## src/rtl/bcd_to_bin_if.sv

```systemverilog
// Handshake bundle for the BCD-to-binary converter: request side (start,
// bcd_in) and result side (busy, done, bin_out, err).
interface bcd_to_bin_if #(
   parameter int DIGITS = 4,
   parameter int BIN_W  = 14
);
   logic                  start;
   logic [4*DIGITS-1:0]   bcd_in;
   logic                  busy;
   logic                  done;
   logic [BIN_W-1:0]      bin_out;
   logic                  err;

   // Requester: drives the request, observes the result.
   modport master (
      output start, bcd_in,
      input  busy, done, bin_out, err
   );

   // Converter: observes the request, drives the result.
   modport slave (
      input  start, bcd_in,
      output busy, done, bin_out, err
   );
endinterface

```

## src/rtl/bcd_to_bin.sv

```systemverilog
// Sequential packed-BCD to binary converter using reverse double dabble.
// One shift/correct step per clock, BIN_W steps per conversion. A request
// holding any digit above 9 is rejected immediately with err and a done pulse.
module bcd_to_bin #(
   parameter int DIGITS = 4,
   parameter int BIN_W  = 14
) (
   input  logic        clk,
   input  logic        reset,
   bcd_to_bin_if.slave bus
);

   localparam int BCD_W = 4 * DIGITS;
   localparam int SR_W  = BCD_W + BIN_W;

   localparam logic [1:0] S_IDLE    = 2'd0;
   localparam logic [1:0] S_CONVERT = 2'd1;
   localparam logic [1:0] S_FINISH  = 2'd2;

   localparam logic [3:0] LAST_STEP = 4'(BIN_W - 1);

   logic [1:0]       state;
   logic [3:0]       step;
   logic [SR_W-1:0]  shift_reg;
   logic [SR_W-1:0]  shift_next;
   logic [BIN_W-1:0] bin_reg;
   logic             err_reg;
   logic             bad_digit;

   // Flag a request whose packed BCD word contains any nibble above 9.
   always_comb begin
      bad_digit = 1'b0;
      for (int i = 0; i < DIGITS; i++) begin
         if (bus.bcd_in[4*i +: 4] > 4'd9) begin
            bad_digit = 1'b1;
         end
      end
   end

   // One reverse double-dabble step: shift the whole {bcd, bin} register right,
   // then pull 3 from every BCD digit that landed at 8 or more.
   always_comb begin
      shift_next = shift_reg >> 1;
      for (int i = 0; i < DIGITS; i++) begin
         if (shift_next[BIN_W + 4*i +: 4] >= 4'd8) begin
            shift_next[BIN_W + 4*i +: 4] = shift_next[BIN_W + 4*i +: 4] - 4'd3;
         end
      end
   end

   // Control FSM, step counter, shift register and held result/error outputs.
   always_ff @(posedge clk or negedge reset) begin
      if (!reset) begin
         state     <= S_IDLE;
         step      <= 4'd0;
         shift_reg <= '0;
         bin_reg   <= '0;
         err_reg   <= 1'b0;
      end else begin
         case (state)
            S_IDLE, S_FINISH: begin
               if (bus.start) begin
                  if (bad_digit) begin
                     err_reg <= 1'b1;
                     bin_reg <= '0;
                     state   <= S_FINISH;
                  end else begin
                     err_reg   <= 1'b0;
                     shift_reg <= {bus.bcd_in, {BIN_W{1'b0}}};
                     step      <= 4'd0;
                     state     <= S_CONVERT;
                  end
               end else begin
                  state <= S_IDLE;
               end
            end
            S_CONVERT: begin
               shift_reg <= shift_next;
               step      <= step + 4'd1;
               if (step == LAST_STEP) begin
                  bin_reg <= shift_next[BIN_W-1:0];
                  state   <= S_FINISH;
               end
            end
            default: begin
               state <= S_IDLE;
            end
         endcase
      end
   end

   assign bus.busy    = (state == S_CONVERT);
   assign bus.done    = (state == S_FINISH);
   assign bus.bin_out = bin_reg;
   assign bus.err     = err_reg;

endmodule

```

## src/flat_wrapper.sv

```systemverilog
// flat-port wrapper written by rule: the top's interface ports become plain ports
module bcd_to_bin_flat 
#(
   parameter int DIGITS = 4,
   parameter int BIN_W  = 14
)
  (clk, reset, bus_start, bus_bcd_in, bus_busy, bus_done, bus_bin_out, bus_err);
  bcd_to_bin_if #(.DIGITS(DIGITS), .BIN_W(BIN_W)) bus_i ();
  input  logic clk;
  input  logic reset;
  input wire logic [$bits(bus_i.start)-1:0] bus_start;
  input wire logic [$bits(bus_i.bcd_in)-1:0] bus_bcd_in;
  output wire logic [$bits(bus_i.busy)-1:0] bus_busy;
  output wire logic [$bits(bus_i.done)-1:0] bus_done;
  output wire logic [$bits(bus_i.bin_out)-1:0] bus_bin_out;
  output wire logic [$bits(bus_i.err)-1:0] bus_err;
  assign bus_i.start = bus_start;
  assign bus_i.bcd_in = bus_bcd_in;
  assign bus_busy = bus_i.busy;
  assign bus_done = bus_i.done;
  assign bus_bin_out = bus_i.bin_out;
  assign bus_err = bus_i.err;
  bcd_to_bin #(.DIGITS(DIGITS), .BIN_W(BIN_W)) u_core (.clk(clk), .reset(reset), .bus(bus_i));
endmodule
```

## config.mk

```make
export PLATFORM = sky130hd
export DESIGN_NAME = bcd_to_bin_flat
export DESIGN_NICKNAME = d
export VERILOG_FILES = /design/src/rtl/bcd_to_bin_if.sv /design/src/rtl/bcd_to_bin.sv /design/src/flat_wrapper.sv
export SDC_FILE = /design/constraint.sdc
export NUM_CORES = 1
export LEC_CHECK = 0
export ABC_AREA = 1
export ABC_CLOCK_PERIOD_IN_PS = 1600
export BUFFER_PORTS_ARGS = -buffer_cell sky130_fd_sc_hd__buf_2
export CAP_MARGIN = 20
export CORE_AREA = 2 2 70 72
export DETAILED_ROUTE_END_ITERATION = 12
export DIE_AREA = 0 0 72 74
export PLACE_DENSITY = 0.78
export SLEW_MARGIN = 0
export SYNTH_ARGS = -nofsm -noshare
export SYNTH_HDL_FRONTEND = slang
export SYNTH_SLANG_ARGS = --single-unit
export TNS_END_PERCENT = 20
```

## constraint.sdc

```tcl
create_clock -name clk -period 1.6 [get_ports clk]
set_input_delay 0.16 -clock clk [delete_from_list [all_inputs] [get_ports clk]]
set_output_delay 0.16 -clock clk [all_outputs]
set_load 0.005 [all_outputs]
```

==> results.yml, run 1 <==
critical_path:
  arrival_ns: 1.32
  cp.depth: 4
  crit_path_end_kind: "output pin"
  worstPathRequired_ns: 1.44
  cp_slowest_stage_delay_ns: 0.42
  crit_chain: "inv_2 > nor2_4 > buf_8 > buf_2"
  crit_slowest_cell: "dfrtp_1"
  cp_num_buf_inv: 3
  crit_fanout: 30
  critPathTopFamily: "buffers and inverters"
  crit_type: "reg2out"
  cp-start-kind: "flip-flop"
  rr_worst_depth: 5
route:
  wl_met2_um: 2480
  ant_nets: 0
  vias: 2126
  first_pass_iters: 4
  met3_length_um: 254
  m1WireLength_um: 2421
  wl_per_cell_um: 12.80
  drt-total-wl_um: 5221
  routed.top_layer: "met4"
  vias_per_cell: 5.211
  route.detailed.drc: 0
  drtIter0Drc: 170
yosys:
  synth_cell_types: 22
  ys_seq_area_share_pct: 49.43
  yosysTopAreaCellShare_pct: 49.43
  avgSynthCellArea_um2: 7.910
  yosys_warnings: 0
  synth-seq-cells: 50
  synth_area_leaders: "dfrtp_1 (49%), nand2_1 (17%), nand3_1 (10%)"
  syn-num-nets: 347
  yosys.area.top_type: "dfrtp_1"
  synth_area_um2: 2531
  synthCells: 320
job:
  cap_violations: 0
power:
  ir_drop_v: 0.0005898
  seqPwrFrac_pct: 50.7
  p_switching_uw: 1553
  leakagePower_uw: 0.001637
  p_sw_share_pct: 38.03
  p_total_uw: 4084
  pwr-share-comb_pct: 29.9
  p_clk_share_pct: 19.4
  p_int_uw: 2531
  p_per_area_nw_per_um2: 1410
place:
  hpwl_um: 3546
  port_buffers: 35
  gp_congestion: 0.7915
clock_network:
  clk_latency_ns: 0.31
  cts_made_buffers: 5
  cts_tree: "done"
  ctsLongestPathBuffers: 2
  postCtsSetupRepairBufs: 0
  cts_root_buf: "clkbuf_8"
  htree_levels: 2
  clkTransAtPathRegs_ns: 0.09
  clock-sinks: 50
sta:
  rsz0062_at_grt: "false"
  report.final.slew_viol_count: 0
  hold_violations: 0
  finalSetupTns_ns: 0
  fin_skew_ns: 0.009553
  fmax_mhz: 673.5
  worst_slew_pin_slew_ns: 0.5437
  fin_crit_ns: 1.485
  whs_ns: 0.09519
  finalCritPeriodShare_pct: 92.80
  finalSetupViolations: 0
  relSlewSlack_pct: 63.75
floorplan:
  die_area_um2: 5328
  dieWidth_um: 72
  die_h_um: 74
  start_util_pct: 55.05
  row_count: 25
  io_pins: 36
  core_um2: 4598
status:
  status: "finished clean"
cells_and_area:
  largest_reg_flops: 29
  antenna_cells: 0
  drive_gt1_share_pct: 17.23
  area_growth_pct: 14.43
  final_common_cell: "nand2_1"
  final_cell_mix: "nand2_1 (113), nand3_1 (52), dfrtp_1 (50)"
  nets: 380
hold_path:
  hold_path_class: "in2reg"
  whs_path_depth: 3
grt:
  grt.total_usage_pct: 21.62
  grt_pass1_vias: 2008
  grt_overflow: 0
  antenna_found_initial: 0
  grt_max_degree: 31
  grt_first_pass_wirelength_um: 9039
==> through the flow <==
stage	std cells	utilization [%]	setup slack (ns)	cell area (um^2)
after floorplan	320	-	0.3253	2531
after global placement	399	60.27	0.1275	2771
after detailed placement	399	60.27	0.04034	2771
after CTS	408	62.72	0.01045	2884
after global routing	408	62.99	0.02020	2897
final	408	62.99	0.1152	2897
==> worst reg2reg max path, stage by stage, from the launching register on <==
cell and delay [ns]:
dfrtp_1 0.43, nor2_2 0.27, nand3_4 0.28, buf_12 0.25
nand3_1 0.07, nand2_1 0.05
==> timing repair <==
item | in CTS | in global routing
gates resized for setup | 1 | 3
pin swaps | 0 | 0
endpoints found under the hold margin | 20 | 0
hold buffers | 1 | 0
setup endpoints to repair | 6 | 2
==> synthesized netlist by cell type <==
cell type  number
a21oi_1        10
buf_2          11
buf_4           2
buf_6           2
clkbuf_1        4
dfrtp_1        50
ha_1            8
inv_1          21
inv_2           2
nand2_1       113
nand2_2         1
nand2_4         1
nand3_1        52
nand3_4         1
nor2_1         19
nor2_2          2
nor2_4          1
o21ai_0        11
o22ai_1         3
or2_0           2
xnor2_1         3
xor2_1          1
==> worst paths after layout <==
kind / startpoint / end / slack [ns]
setup / recovery: u_core.state[0] / bus_busy / 0.12
hold / removal: bus_bcd_in[15] / u_core.shift_reg[29] / 0.1
setup reg to reg: u_core.state[0] / u_core.step[0] / 0.14
hold reg to reg: u_core.bus.bin_out[12] / u_core.bus.bin_out[12] / 0.47
max in group asynchronous: reset / u_core.step[0] / 0.69
min in group asynchronous: reset / u_core.shift_reg[22] / 0.37
==> layout make-up <==
cell class | count | area, um^2
Clock buffer | 6 | 82.58
Clock inverter | 2 | 17.52
Fill cell | 410 | 1702
Inverter | 23 | 86.33
Multi-Input combinational cell | 228 | 1094
Sequential cell | 50 | 1251
Tap cell | 54 | 67.56
Timing Repair Buffer | 45 | 297.8
==> metal layers <==
layer  global-route usage [%]  up-vias
met3                    4.743        6
met5                        0        -
li1                         -     1074
met4                    6.918        0
met2                    35.80       64
met1                    28.75      982
==> cells by family after synthesis <==
family | Yosys count | synth area share, %
xor+xnor | 4 | 1.384
simple gates | 192 | 32.67
flops | 50 | 49.43
buf+inv | 42 | 7.662
fa+ha+maj | 8 | 3.955
compound gates | 24 | 4.894
==> power groups by stage <==
stage                     Clock, uW  Combinational [uW]  Sequential [uW]
after floorplan                   0                1020             1940
after global placement            0                1150             2070
after detailed placement          0                1200             2090
after CTS                       815                1220             2060
after global routing            866                1430             2130
final                           791                1220             2070
Note: power is estimated with default switching activity, not from simulation.
==> inputs of run 2 (changes only) <==
--- a/config.mk
+++ b/config.mk
@@ -9,10 +9,12 @@
 export ABC_CLOCK_PERIOD_IN_PS = 1600
 export BUFFER_PORTS_ARGS = -buffer_cell sky130_fd_sc_hd__buf_2
 export CAP_MARGIN = 20
-export CORE_AREA = 2 2 70 72
+export CELL_PAD_IN_SITES_DETAIL_PLACEMENT = 0
+export CELL_PAD_IN_SITES_GLOBAL_PLACEMENT = 1
+export CORE_AREA = 2 2 81 83
 export DETAILED_ROUTE_END_ITERATION = 12
-export DIE_AREA = 0 0 72 74
-export PLACE_DENSITY = 0.78
+export DIE_AREA = 0 0 83 85
+export PLACE_DENSITY_LB_ADDON = 0.1
 export SLEW_MARGIN = 0
 export SYNTH_ARGS = -nofsm -noshare
 export SYNTH_HDL_FRONTEND = slang
==> run 2 against run 1 <==
Critical path depth decreased by 1. Non-clock buffer count increased by 1. Register-to-register slack improved by 0.07 ns.
==> results.yml, run 2 (same netlist as run 1, synthesis figures left out) <==
route:
  drtIter0Drc: 93
  vias_per_cell: 4.882
  drt-total-wl_um: 5405
  first_pass_iters: 4
  route.detailed.drc: 0
  ant_nets: 0
  vias: 2109
  wl_per_cell_um: 12.51
grt:
  grt_max_degree: 51
  grt_overflow: 0
  grt.total_usage_pct: 16.42
  grt_first_pass_wirelength_um: 9453
  antenna_found_initial: 0
  grt_pass1_vias: 1954
critical_path:
  crit_type: "reg2out"
  worstPathRequired_ns: 1.44
  cp-start-kind: "flip-flop"
  arrival_ns: 1.31
  crit_slowest_cell: "dfrtp_1"
  crit_path_end_kind: "output pin"
  cp_num_buf_inv: 2
  critPathTopFamily: "flip-flops"
  crit_chain: "nor2_4 > buf_6 > buf_2"
  crit_fanout: 28
  cp_slowest_stage_delay_ns: 0.41
sta:
  whs_ns: 0.06556
  worst_slew_pin_slew_ns: 0.3025
  relSlewSlack_pct: 79.76
  finalSetupViolations: 0
  fin_skew_ns: 0.01741
  rsz0062_at_grt: "false"
  finalCritPeriodShare_pct: 91.92
  fmax_mhz: 679.9
  finalSetupTns_ns: 0
  fin_crit_ns: 1.471
  hold_violations: 0
  report.final.slew_viol_count: 0
cells_and_area:
  drive_gt1_share_pct: 17.18
  area_growth_pct: 15.27
  final_common_cell: "nand2_1"
  nets: 381
  largest_reg_flops: 29
  antenna_cells: 0
  stdcell_count: 432
  final_cell_mix: "nand2_1 (113), nand3_1 (52), dfrtp_1 (50)"
  final_core_util_pct: 47.03
floorplan:
  dieWidth_um: 83
  io_pins: 36
  core_um2: 6205
  start_util_pct: 40.79
  die_h_um: 85
  die_area_um2: 7055
  row_count: 29
clock_network:
  cts_root_buf: "clkbuf_8"
  htree_levels: 2
  clkTransAtPathRegs_ns: 0.10
  clk_latency_ns: 0.31
  ctsLongestPathBuffers: 2
  cts_tree: "done"
  postCtsSetupRepairBufs: 0
  clock-sinks: 50
  cts_made_buffers: 5
power:
  ir_drop_v: 0.0005256
  leakagePower_uw: 0.001636
  p_total_uw: 4198
  p_per_area_nw_per_um2: 1439
place:
  dp.cells: 423
  hpwl_um: 3577
  gp_congestion: 0.7227
  port_buffers: 35
hold_path:
  hold_path_class: "in2reg"
status:
  status: "finished clean"
job:
  cap_violations: 0
[run 2: changes by cell type in the layout (fill, tap and decap cells not counted)]
| cell | previous run | this run |
|---|---|---|
| buf_4 | 5 | 8 |
| buf_8 | 1 | 0 |
| bufinv_16 | 0 | 1 |
| clkbuf_8 | 6 | 5 |
| inv_6 | 0 | 1 |
| buf_12 | 3 | 1 |
| buf_6 | 0 | 1 |
| nor2_2 | 3 | 2 |
| clkinv_4 | 2 | 1 |
| nor2_1 | 18 | 19 |
[run 2: layout make-up]
cell class                 count  area (um^2)
clock buffer                   5        68.82
clock inverter                 3        47.55
fill                         651         3287
inverter                      23        86.33
multi-input combinational    228         1091
sequential                    50         1251
tap                           77        96.34
timing repair buffer          46        276.5
[run 2: where the power goes]
| part | switching (uW) | internal (uW) |
|---|---|---|
| clock | 459 | 475 |
| sequential | 425 | 1660 |
| combinational | 686 | 494 |
[run 2: worst paths after layout]
check,endpoint,slack (ns),cells past startpoint,from
hold / removal,u_core.shift_reg[29],0.07,3,bus_bcd_in[15]
setup reg to reg,u_core.shift_reg[18],0.21,5,u_core.state[0]
min in group asynchronous,u_core.shift_reg[24],0.35,3,reset
max in group asynchronous,u_core.shift_reg[18],1.00,3,reset
setup / recovery,bus_busy,0.13,3,u_core.state[1]
hold reg to reg,u_core.bus.bin_out[6],0.47,2,u_core.bus.bin_out[6]
[run 2: worst reg2reg max path, stage by stage (launching register included)]
cell and delay, ns:
dfrtp_1 0.41, nor2_1 0.27, nand3_4 0.21, buf_4 0.26, nand3_1 0.09, nand2_1 0.05
[run 2: metrics by stage]
stage	worst slack [ns]	cell area [um^2]
floorplan	0.3253	2531
global placement	0.1546	2783
detailed placement	0.1611	2783
CTS	0.03251	2909
global route	0.04889	2918
finish	0.1292	2918
[run 2: layer usage]
metal,track usage [%],up-vias,share of wire (%)
met3,3.405,6,3.0
met1,23.38,991,52
met2,25.44,32,43
met5,0,-,0
li1,-,1080,-
met4,4.918,0,1.2
[run 2: what timing repair did]
item                                    4_1_cts  5_1_grt
endpoints found under the setup margin        0        6
hold buffers                                  1        0
hold endpoints to repair                     50        0
resized for setup                             0        2
==> inputs of run 3 (changes only) <==
--- a/config.mk
+++ b/config.mk
@@ -5,15 +5,14 @@
 export SDC_FILE = /design/constraint.sdc
 export NUM_CORES = 1
 export LEC_CHECK = 0
-export ABC_AREA = 1
 export ABC_CLOCK_PERIOD_IN_PS = 1600
 export BUFFER_PORTS_ARGS = -buffer_cell sky130_fd_sc_hd__buf_2
 export CAP_MARGIN = 20
 export CELL_PAD_IN_SITES_DETAIL_PLACEMENT = 0
 export CELL_PAD_IN_SITES_GLOBAL_PLACEMENT = 1
-export CORE_AREA = 2 2 81 83
+export CORE_AREA = 2 2 75 77
 export DETAILED_ROUTE_END_ITERATION = 12
-export DIE_AREA = 0 0 83 85
+export DIE_AREA = 0 0 77 79
 export PLACE_DENSITY_LB_ADDON = 0.1
 export SLEW_MARGIN = 0
 export SYNTH_ARGS = -nofsm -noshare
==> run 3 against run 2 <==
Global-route usage rose by 1.5 points. Highest routed layer unchanged. Critical path depth rose by 4. Register-to-register slack got worse by 0.12 ns. Area after synthesis fell by 11%. First-iteration DRC count rose by 23%. Clock skew fell by 0.0076 ns.
==> results.yml, run 3 <==
grt:
  grt_max_degree: 28
  grt_first_pass_wirelength_um: 8480
  grt_pass1_vias: 1685
  grt.total_usage_pct: 17.94
  antenna_found_initial: 0
  grt_overflow: 0
yosys:
  syn-num-nets: 214
  yosys.area.top_type: "dfrtp_1"
  yosys_warnings: 0
  synth_cell_types: 36
  synth.most_common_cell: "dfrtp_1"
  synth_xor_xnor_area_share_pct: 3.096
  synthCells: 187
  synthArstFlopShare_pct: 100.0
  synth_adder_area_share_pct: 4.422
  synth_top_family_by_area: "compound AO/OA/AOI/OAI gates"
  yosys.area_share.simple_pct: 7.242
  synthTopCellsByCount: "dfrtp_1 (50), a22o_1 (28), nor2_1 (10), ha_1 (8)"
  synth_compound_area_share_pct: 23.49
  ys_seq_area_share_pct: 55.28
  synth_area_um2: 2263
  synth.area.mux_share_pct: 1.769
  avgSynthCellArea_um2: 12.10
  synth_area_leaders: "dfrtp_1 (55%), a22o_1 (11%), ha_1 (4.4%)"
  yosysTopAreaCellShare_pct: 55.28
  synth_edf_count: 0
  synth-main-ff-cell: "dfrtp_1"
  synth-seq-cells: 50
route:
  met3_length_um: 162
  wl_met2_um: 2351
  wl_per_cell_um: 15.92
  drt-total-wl_um: 4887
  first_pass_iters: 4
  drtIter0Drc: 114
  vias: 1667
  ant_nets: 0
  vias_per_cell: 5.430
  routed.top_layer: "met4"
  route.detailed.drc: 0
  m1WireLength_um: 2322
clock_network:
  clk_latency_ns: 0.31
  cts_tree: "done"
  cts_made_buffers: 5
  ctsLongestPathBuffers: 2
  clock-sinks: 50
  clkTransAtPathRegs_ns: 0.10
  cts_root_buf: "clkbuf_8"
  htree_levels: 2
critical_path:
  crit_path_end_kind: "flip-flop"
  cp_slowest_stage_delay_ns: 0.36
  startpoint: "u_core.step[1]"
  worstPathRequired_ns: 1.85
  crit_slowest_cell: "dfrtp_1"
  crit_type: "reg2reg"
  cp-start-kind: "flip-flop"
  crit_fanout: 15
  r2r_start: "u_core.step[1]"
  critPathTopFamily: "simple AND/OR/NAND/NOR gates"
  crit_chain: "inv_1 > ha_1 > and3_1 > and2_4 > o22ai_4 > buf_12 > a22o_1"
  cp_num_buf_inv: 2
  arrival_ns: 1.76
cells_and_area:
  final_cell_mix: "dfrtp_1 (50), buf_2 (35), a22o_1 (28)"
  final_core_util_pct: 51.29
  antenna_cells: 0
  final_common_cell: "dfrtp_1"
  stdcell_count: 307
  drive_gt1_share_pct: 28.51
  nets: 261
  seqCellArea_um2: 1251
  num-fill-cells: 507
  largest_reg_flops: 29
  area_growth_pct: 20.95
  multi_input_area_um2: 915.9
sta:
  rsz0062_at_grt: "false"
  finalSetupViolations: 0
  fmax_mhz: 662.4
  hold_violations: 0
  finalCritPeriodShare_pct: 94.36
  relSlewSlack_pct: 62.41
  worst_slew_pin_slew_ns: 0.5626
  fin_crit_ns: 1.510
  report.final.slew_viol_count: 0
  fin_skew_ns: 0.009852
floorplan:
  dieWidth_um: 77
  row_count: 27
  io_pins: 36
  die_h_um: 79
  core_um2: 5338
  start_util_pct: 42.41
  die_area_um2: 6083
place:
  port_buffers: 35
  dp.cells: 297
  gp_congestion: 0.7395
  hpwl_um: 3515
status:
  status: "finished clean"
power:
  ir_drop_v: 0.0006281
  leakagePower_uw: 0.001346
  p_total_uw: 3866
  p_per_area_nw_per_um2: 1412
hold_path:
  hp-start: "bus_bcd_in[8]"
  hold_path_class: "in2reg"
job:
  cap_violations: 0
-- run 3: cell types whose count changed after synthesis, sizes merged, moves of 6 or more --
cell / delta
nand2: -112
nand3: -51
a22o: +28
inv: -14
nor2: -11
a221o: +6
-- run 3: kinds of logic after synthesis --
family,Yosys count
buf+inv,21
compound gates,66
flops,50
mux,4
fa+ha+maj,8
simple gates,30
xor+xnor,8
-- run 3: timing repair --
item / 4_1_cts / 5_1_grt
setup endpoints to repair: 20 / 15
buffers inserted: 0 / 1
resized for setup: 1 / 1
hold buffers: 1 / 0
hold endpoints to repair: 23 / 0
-- run 3: final timing paths --
check	slack [ns]	to	cells after the start
min in group asynchronous	0.36	u_core.bus.bin_out[6]	2
min reg2reg	0.50	u_core.bus.bin_out[0]	1
min	0.08	u_core.shift_reg[22]	2
max in group asynchronous	0.70	u_core.state[1]	3
max reg2reg	0.09	u_core.bus.bin_out[12]	7
max	0.09	u_core.bus.bin_out[12]	7
-- run 3: through the flow --
stage	worst slack, ns	hold WS (ns)	TNS, ns	cell area (um^2)
after floorplan	0.01679	-0.1356	0	2263
after global placement	-0.03534	0.1827	-0.2905	2594
after detailed placement	-0.09780	0.1829	-1.264	2594
after CTS	0.0001283	0.07061	0	2728
after global routing	0.0006547	0.08081	0	2738
final	0.09022	0.07650	0	2738
-- run 3: power breakdown --
| group | internal (uW) | switching (uW) | leakage (uW) |
|---|---|---|---|
| Combinational | 594 | 481 | 0.000633 |
| Sequential | 1560 | 312 | 0.000654 |
| Clock | 474 | 446 | 0.0000587 |
| Total | 2630 | 1240 | 0.00135 |
-- run 3: worst register-to-register path: stages (launching register included) --
cell	delay (ns)
dfrtp_1	0.36
inv_1	0.06
ha_1	0.18
and3_1	0.20
and2_4	0.17
o22ai_4	0.18
buf_12	0.16
a22o_1	0.14
-- run 3: area by class of cell --
cell class              instances  area share, %
repair buffers                 52          12.07
well taps                      72          3.291
clock buffers                   5          2.514
inverters                       9          1.234
multi-input cells             116          33.46
clock inverters                 3          1.737
flip-flops and latches         50          45.70
-- run 3: per-layer routing --
metal	vias to the layer above	global-route usage (%)
met3	5	3.523
met2	32	29.21
met5	-	0
met4	0	5.714
li1	779	-
met1	851	24.38
